### config.mk
export PLATFORM = sky130hd
export DESIGN_NAME = dds_wave_meter
export DESIGN_NICKNAME = d
export VERILOG_FILES = /design/src/rtl/dds_wave_meter.sv
export SDC_FILE = /design/constraint.sdc
export NUM_CORES = 1
export LEC_CHECK = 0
export CAP_MARGIN = 20
export CORE_MARGIN = 5
export CORE_UTILIZATION = 50
export CTS_CLUSTER_DIAMETER = 100
export DETAILED_ROUTE_END_ITERATION = 8
export PLACE_DENSITY = 0.86
export SYNTH_ARGS = -nofsm -noshare
export SYNTH_HDL_FRONTEND = slang
export SYNTH_SLANG_ARGS = --single-unit
### constraint.sdc
create_clock -name sys_clk -period 2.76 [get_ports sys_clk]
set_input_delay 0.828 -clock sys_clk [delete_from_list [all_inputs] [get_ports sys_clk]]
set_output_delay 0.828 -clock sys_clk [all_outputs]
set_load 0.02 [all_outputs]
### src/rtl/dds_wave_meter.sv
// Per-cycle measurement of the DDS sample stream: period between rising midscale crossings
// (with hysteresis) plus peak max/min over that period, and a no-signal timeout flag.
module dds_wave_meter #(
  parameter int unsigned DATA_W  = 8,
  parameter int unsigned MID     = 128,
  parameter int unsigned HYST    = 8,
  parameter int unsigned CNT_W   = 24,
  parameter int unsigned TIMEOUT = 1_000_000
) (
  input  logic              sys_clk,
  input  logic              sys_rst,
  input  logic              sample_en,
  input  logic [DATA_W-1:0] din,
  output logic              meas_valid,
  output logic [CNT_W-1:0]  period,
  output logic [DATA_W-1:0] vmax,
  output logic [DATA_W-1:0] vmin,
  output logic              no_signal
);

  localparam logic [DATA_W-1:0] HI        = DATA_W'(MID + HYST);
  localparam logic [DATA_W-1:0] LO        = DATA_W'(MID - HYST);
  localparam logic [CNT_W-1:0]  TIMEOUT_C = CNT_W'(TIMEOUT);
  localparam logic [CNT_W-1:0]  CNT_ONE   = CNT_W'(1);

  typedef enum logic [1:0] {
    StSync = 2'd0,
    StLow  = 2'd1,
    StHigh = 2'd2
  } state_e;

  state_e            state_q, state_d;
  logic [CNT_W-1:0]  cnt_q, cnt_d;
  logic              armed_q, armed_d;
  logic [DATA_W-1:0] run_max_q, run_max_d;
  logic [DATA_W-1:0] run_min_q, run_min_d;
  logic              meas_valid_q, meas_valid_d;
  logic [CNT_W-1:0]  period_q, period_d;
  logic [DATA_W-1:0] vmax_q, vmax_d;
  logic [DATA_W-1:0] vmin_q, vmin_d;
  logic              no_signal_q, no_signal_d;

  logic              crossing;
  logic [CNT_W-1:0]  cnt_inc;

  assign cnt_inc = cnt_q + CNT_ONE;

  always_ff @(posedge sys_clk) begin
    if (sys_rst) begin
      state_q      <= StSync;
      cnt_q        <= '0;
      armed_q      <= 1'b0;
      run_max_q    <= '0;
      run_min_q    <= '0;
      meas_valid_q <= 1'b0;
      period_q     <= '0;
      vmax_q       <= '0;
      vmin_q       <= '0;
      no_signal_q  <= 1'b0;
    end else begin
      state_q      <= state_d;
      cnt_q        <= cnt_d;
      armed_q      <= armed_d;
      run_max_q    <= run_max_d;
      run_min_q    <= run_min_d;
      meas_valid_q <= meas_valid_d;
      period_q     <= period_d;
      vmax_q       <= vmax_d;
      vmin_q       <= vmin_d;
      no_signal_q  <= no_signal_d;
    end
  end

  always_comb begin
    state_d      = state_q;
    cnt_d        = cnt_q;
    armed_d      = armed_q;
    run_max_d    = run_max_q;
    run_min_d    = run_min_q;
    meas_valid_d = 1'b0;
    period_d     = period_q;
    vmax_d       = vmax_q;
    vmin_d       = vmin_q;
    no_signal_d  = no_signal_q;
    crossing     = 1'b0;

    if (sample_en) begin
      case (state_q)
        StSync: if (din <= LO) state_d = StLow;
        StLow: begin
          if (din >= HI) begin
            state_d  = StHigh;
            crossing = 1'b1;
          end
        end
        StHigh: if (din <= LO) state_d = StLow;
        default: state_d = StSync;
      endcase

      // A crossing takes priority over a timeout on the same sample.
      if (crossing) begin
        if (armed_q) begin
          period_d     = cnt_q;
          vmax_d       = run_max_q;
          vmin_d       = run_min_q;
          meas_valid_d = 1'b1;
          no_signal_d  = 1'b0;
        end
        armed_d   = 1'b1;
        cnt_d     = CNT_ONE;
        run_max_d = din;
        run_min_d = din;
      end else if (cnt_inc == TIMEOUT_C) begin
        no_signal_d = 1'b1;
        state_d     = StSync;
        armed_d     = 1'b0;
        cnt_d       = '0;
      end else begin
        // Counter also runs before the first crossing so a dead input still times out.
        cnt_d = cnt_inc;
        if (armed_q) begin
          if (din > run_max_q) run_max_d = din;
          if (din < run_min_q) run_min_d = din;
        end
      end
    end
  end

  assign meas_valid = meas_valid_q;
  assign period     = period_q;
  assign vmax       = vmax_q;
  assign vmin       = vmin_q;
  assign no_signal  = no_signal_q;

endmodule

==> impl_metrics.yaml <==
clock_network:
  htreeDepth: 3
  cts_tree: "done"
  clk-insertion-delay-late_ns: 0.36
  hold_buffers: 0
  clockRootBuffer: "clkbuf_8"
  numCtsBuffers: 9
  clock_sinks: 85
  path_clk_slew_ns: 0.08
  clockBufferDepth: 2
route:
  drt_wl_total_mm: 11.67
  first_iter_violations: 219
  vias: 4157
  drt-pass1-iter-count: 7
  drcViolationCount: 0
  viasPerCell: 5.758
  postRouteAntennaNets: 0
  wl_per_cell_um: 16.16
synth:
  ys_types: 55
  synth_area_per_cell_um2: 7.958
  synth_edf_count: 0
  yosys_register_bits: 85
  synth_nets: 568
  synth_seq_area_share_pct: 39.52
  ys_warn_count: 0
  synth-main-ff-cell: "dfxtp_1"
  synthMostInstantiatedCell: "nand2_1"
  netlist_area_um2: 4305
  yosys.area.top_type: "dfxtp_1"
  synth_top_area_share_pct: 39.52
  synthCells: 541
  ys_async_sr_fraction_pct: 0
  synth.area.top_cells: "dfxtp_1 (40%), nand2_1 (11%), a21oi_1 (6.0%)"
  synth_commonest_cells: "nand2_1 (128), dfxtp_1 (85), a21oi_1 (52)"
sta:
  timing.slew.headroom_pct: 69.08
  finalSetupViolCount: 0
  fin_crit_sh_pct: 98.40
  drv_slew: 0
  fmax_ghz: 0.3682
  finClkSkew_ns: 0.01373
  min_period_ns: 2.716
  layout_setup_ws_ns: 0.04427
  finalHoldViolCount: 0
  worst_slew_pin_slew_ns: 0.4603
grt:
  grt_use_total_pct: 22.37
  overflow: 0
  grt_max_degree: 74
  grt_pass1_vias: 4061
  grt_pass1_wl_mm: 18.92
  antenna_found_initial: 0
floorplan:
  die-area_um2: 10570
  core_um2: 8299
  ios: 53
  die_w_um: 102.8
  rows: 33
  die_y_um: 102.8
  start_util_pct: 51.88
setup_path:
  crit_buf_inv: 3
  worstSetupEndpointType: "register"
  startpoint_type: "input pin"
  cp_slowest_cell: "clkdlybuf4s50_1"
  max_stage_delay_ns: 0.46
  critPathRequiredTime_ns: 3.04
  cp.arrival_ns: 2.99
  path_cells: "clkdlybuf4s50_1, buf_4, ha_1, a21oi_1, nor2b_1, o21ai_1, nand2b_1, o22ai_1, o31a_1, buf_6, mux2i_1"
  cp_max_fo: 4
  cp_top_family: "buffers and inverters"
  worst-setup-path-type: "in2reg"
cells_and_area:
  area_growth_pct: 28.10
  final_layout_size_suffix_gt1_share_pct: 15.40
  nNetsFinal: 640
  antenna_cells: 0
place:
  hpwl_mm: 8.076
  routabilityCongestion: 0.8856
  dpl_worst_slack_ns: -0.2843
  port_buffers: 52
worst_hold_path:
  hp-class: "reg2reg"
power:
  p_leak_uw: 0.002036
  vdd_ir_drop_max_uv: 281.7
  cellPowerDensity_nw_per_um2: 438.6
  power.total_uw: 2419
job:
  max-cap-violations: 0
run_status:
  outcome: "finished, final reports clean"
-- report_power, final --
| part | switching [µW] | internal, µW |
|---|---|---|
| clock network | 443 | 529 |
| registers | 11.1 | 1230 |
| logic | 115 | 86.2 |
| total | 569 | 1850 |
-- worst register-to-register path: cells and delay by family, from the launching register on --
family / cells / cell delay [ns]
AND/OR/NAND/NOR: 4 / 1.03
AO/OA/AOI/OAI: 2 / 0.58
flip-flops: 1 / 0.41
buffers and inverters: 2 / 0.39
multiplexers: 1 / 0.20
-- final timing paths --
kind / to / slack (ns) / cells after the start / startpoint
hold reg to reg: vmax[4] / 0.46 / 2 / vmax[4]
setup / recovery: run_max_q[3] / 0.04 / 11 / din[5]
hold / removal: vmax[4] / 0.46 / 2 / vmax[4]
setup reg to reg: run_min_q[7] / 0.09 / 9 / cnt_q[4]
-- through the flow --
step	hold slack (ns)	instances	util [%]	instance area [µm²]	setup TNS [ns]
final	0.4566	722	66.46	5515	0
after global routing	0.4746	722	66.46	5515	-0.2608
after CTS	0.4583	721	65.49	5435	0
after detailed placement	0.4457	706	62.76	5209	-9.648
after global placement	0.4431	706	62.76	5209	-2.436
after floorplan	0.4419	541	-	4305	0
-- sequential cells by signal (all words and copies together) (netlist names) --
register and flops:
armed_q 1, cnt_q 24, meas_valid 1, no_signal 1, period 24, run_max_q 8
run_min_q 8, state_q 2, vmax 8, vmin 8
-- layout make-up --
| cell class | instances | area (µm²) |
|---|---|---|
| Fill cell | 662 | 2784 |
| Multi-Input combinational cell | 393 | 2417 |
| Sequential cell | 85 | 1715 |
| Timing Repair Buffer | 103 | 958.4 |
| Clock buffer | 11 | 141.4 |
| Tap cell | 105 | 131.4 |
| Inverter | 21 | 78.83 |
| Clock inverter | 4 | 72.57 |
-- layer usage --
metal	global-route usage [%]	share of wire [%]	wire, µm
met1	28.40	43	4993
met2	37.29	49	5715
met3	3.654	5.4	628
met4	10.26	2.8	331
met5	0	0	0
-- cells by family (layout without fill, tap and decap cells) --
family,Yosys count,after routing,share of synthesized area (%)
flip-flops,85,85,39.52
multiplexers,19,19,4.446
AO/OA/AOI/OAI,98,98,14.27
adder cells (fa/ha/maj),16,16,4.650
XOR/XNOR,14,14,2.848
buffers and inverters,63,139,5.812
AND/OR/NAND/NOR,246,246,28.45
-- cell usage in the layout, fill, tap and decap left out, drive strengths merged, types with 13 or more instances in the layout --
cell           instances
a21oi                 52
buf                   52
clkdlybuf4s50         50
dfxtp                 85
ha                    16
inv                   21
mux2i                 18
nand2                128
nand3                 16
nand4                 18
nor2                  16
nor3                  17
o21ai                 13
-- timing repair --
action,4_1_cts,5_1_grt
gates cloned,0,0
buffers inserted,0,1
endpoints found under the setup margin,14,35
gates resized for setup,4,22
pin swaps,0,3
Note: power is estimated with default switching activity, not from simulation.
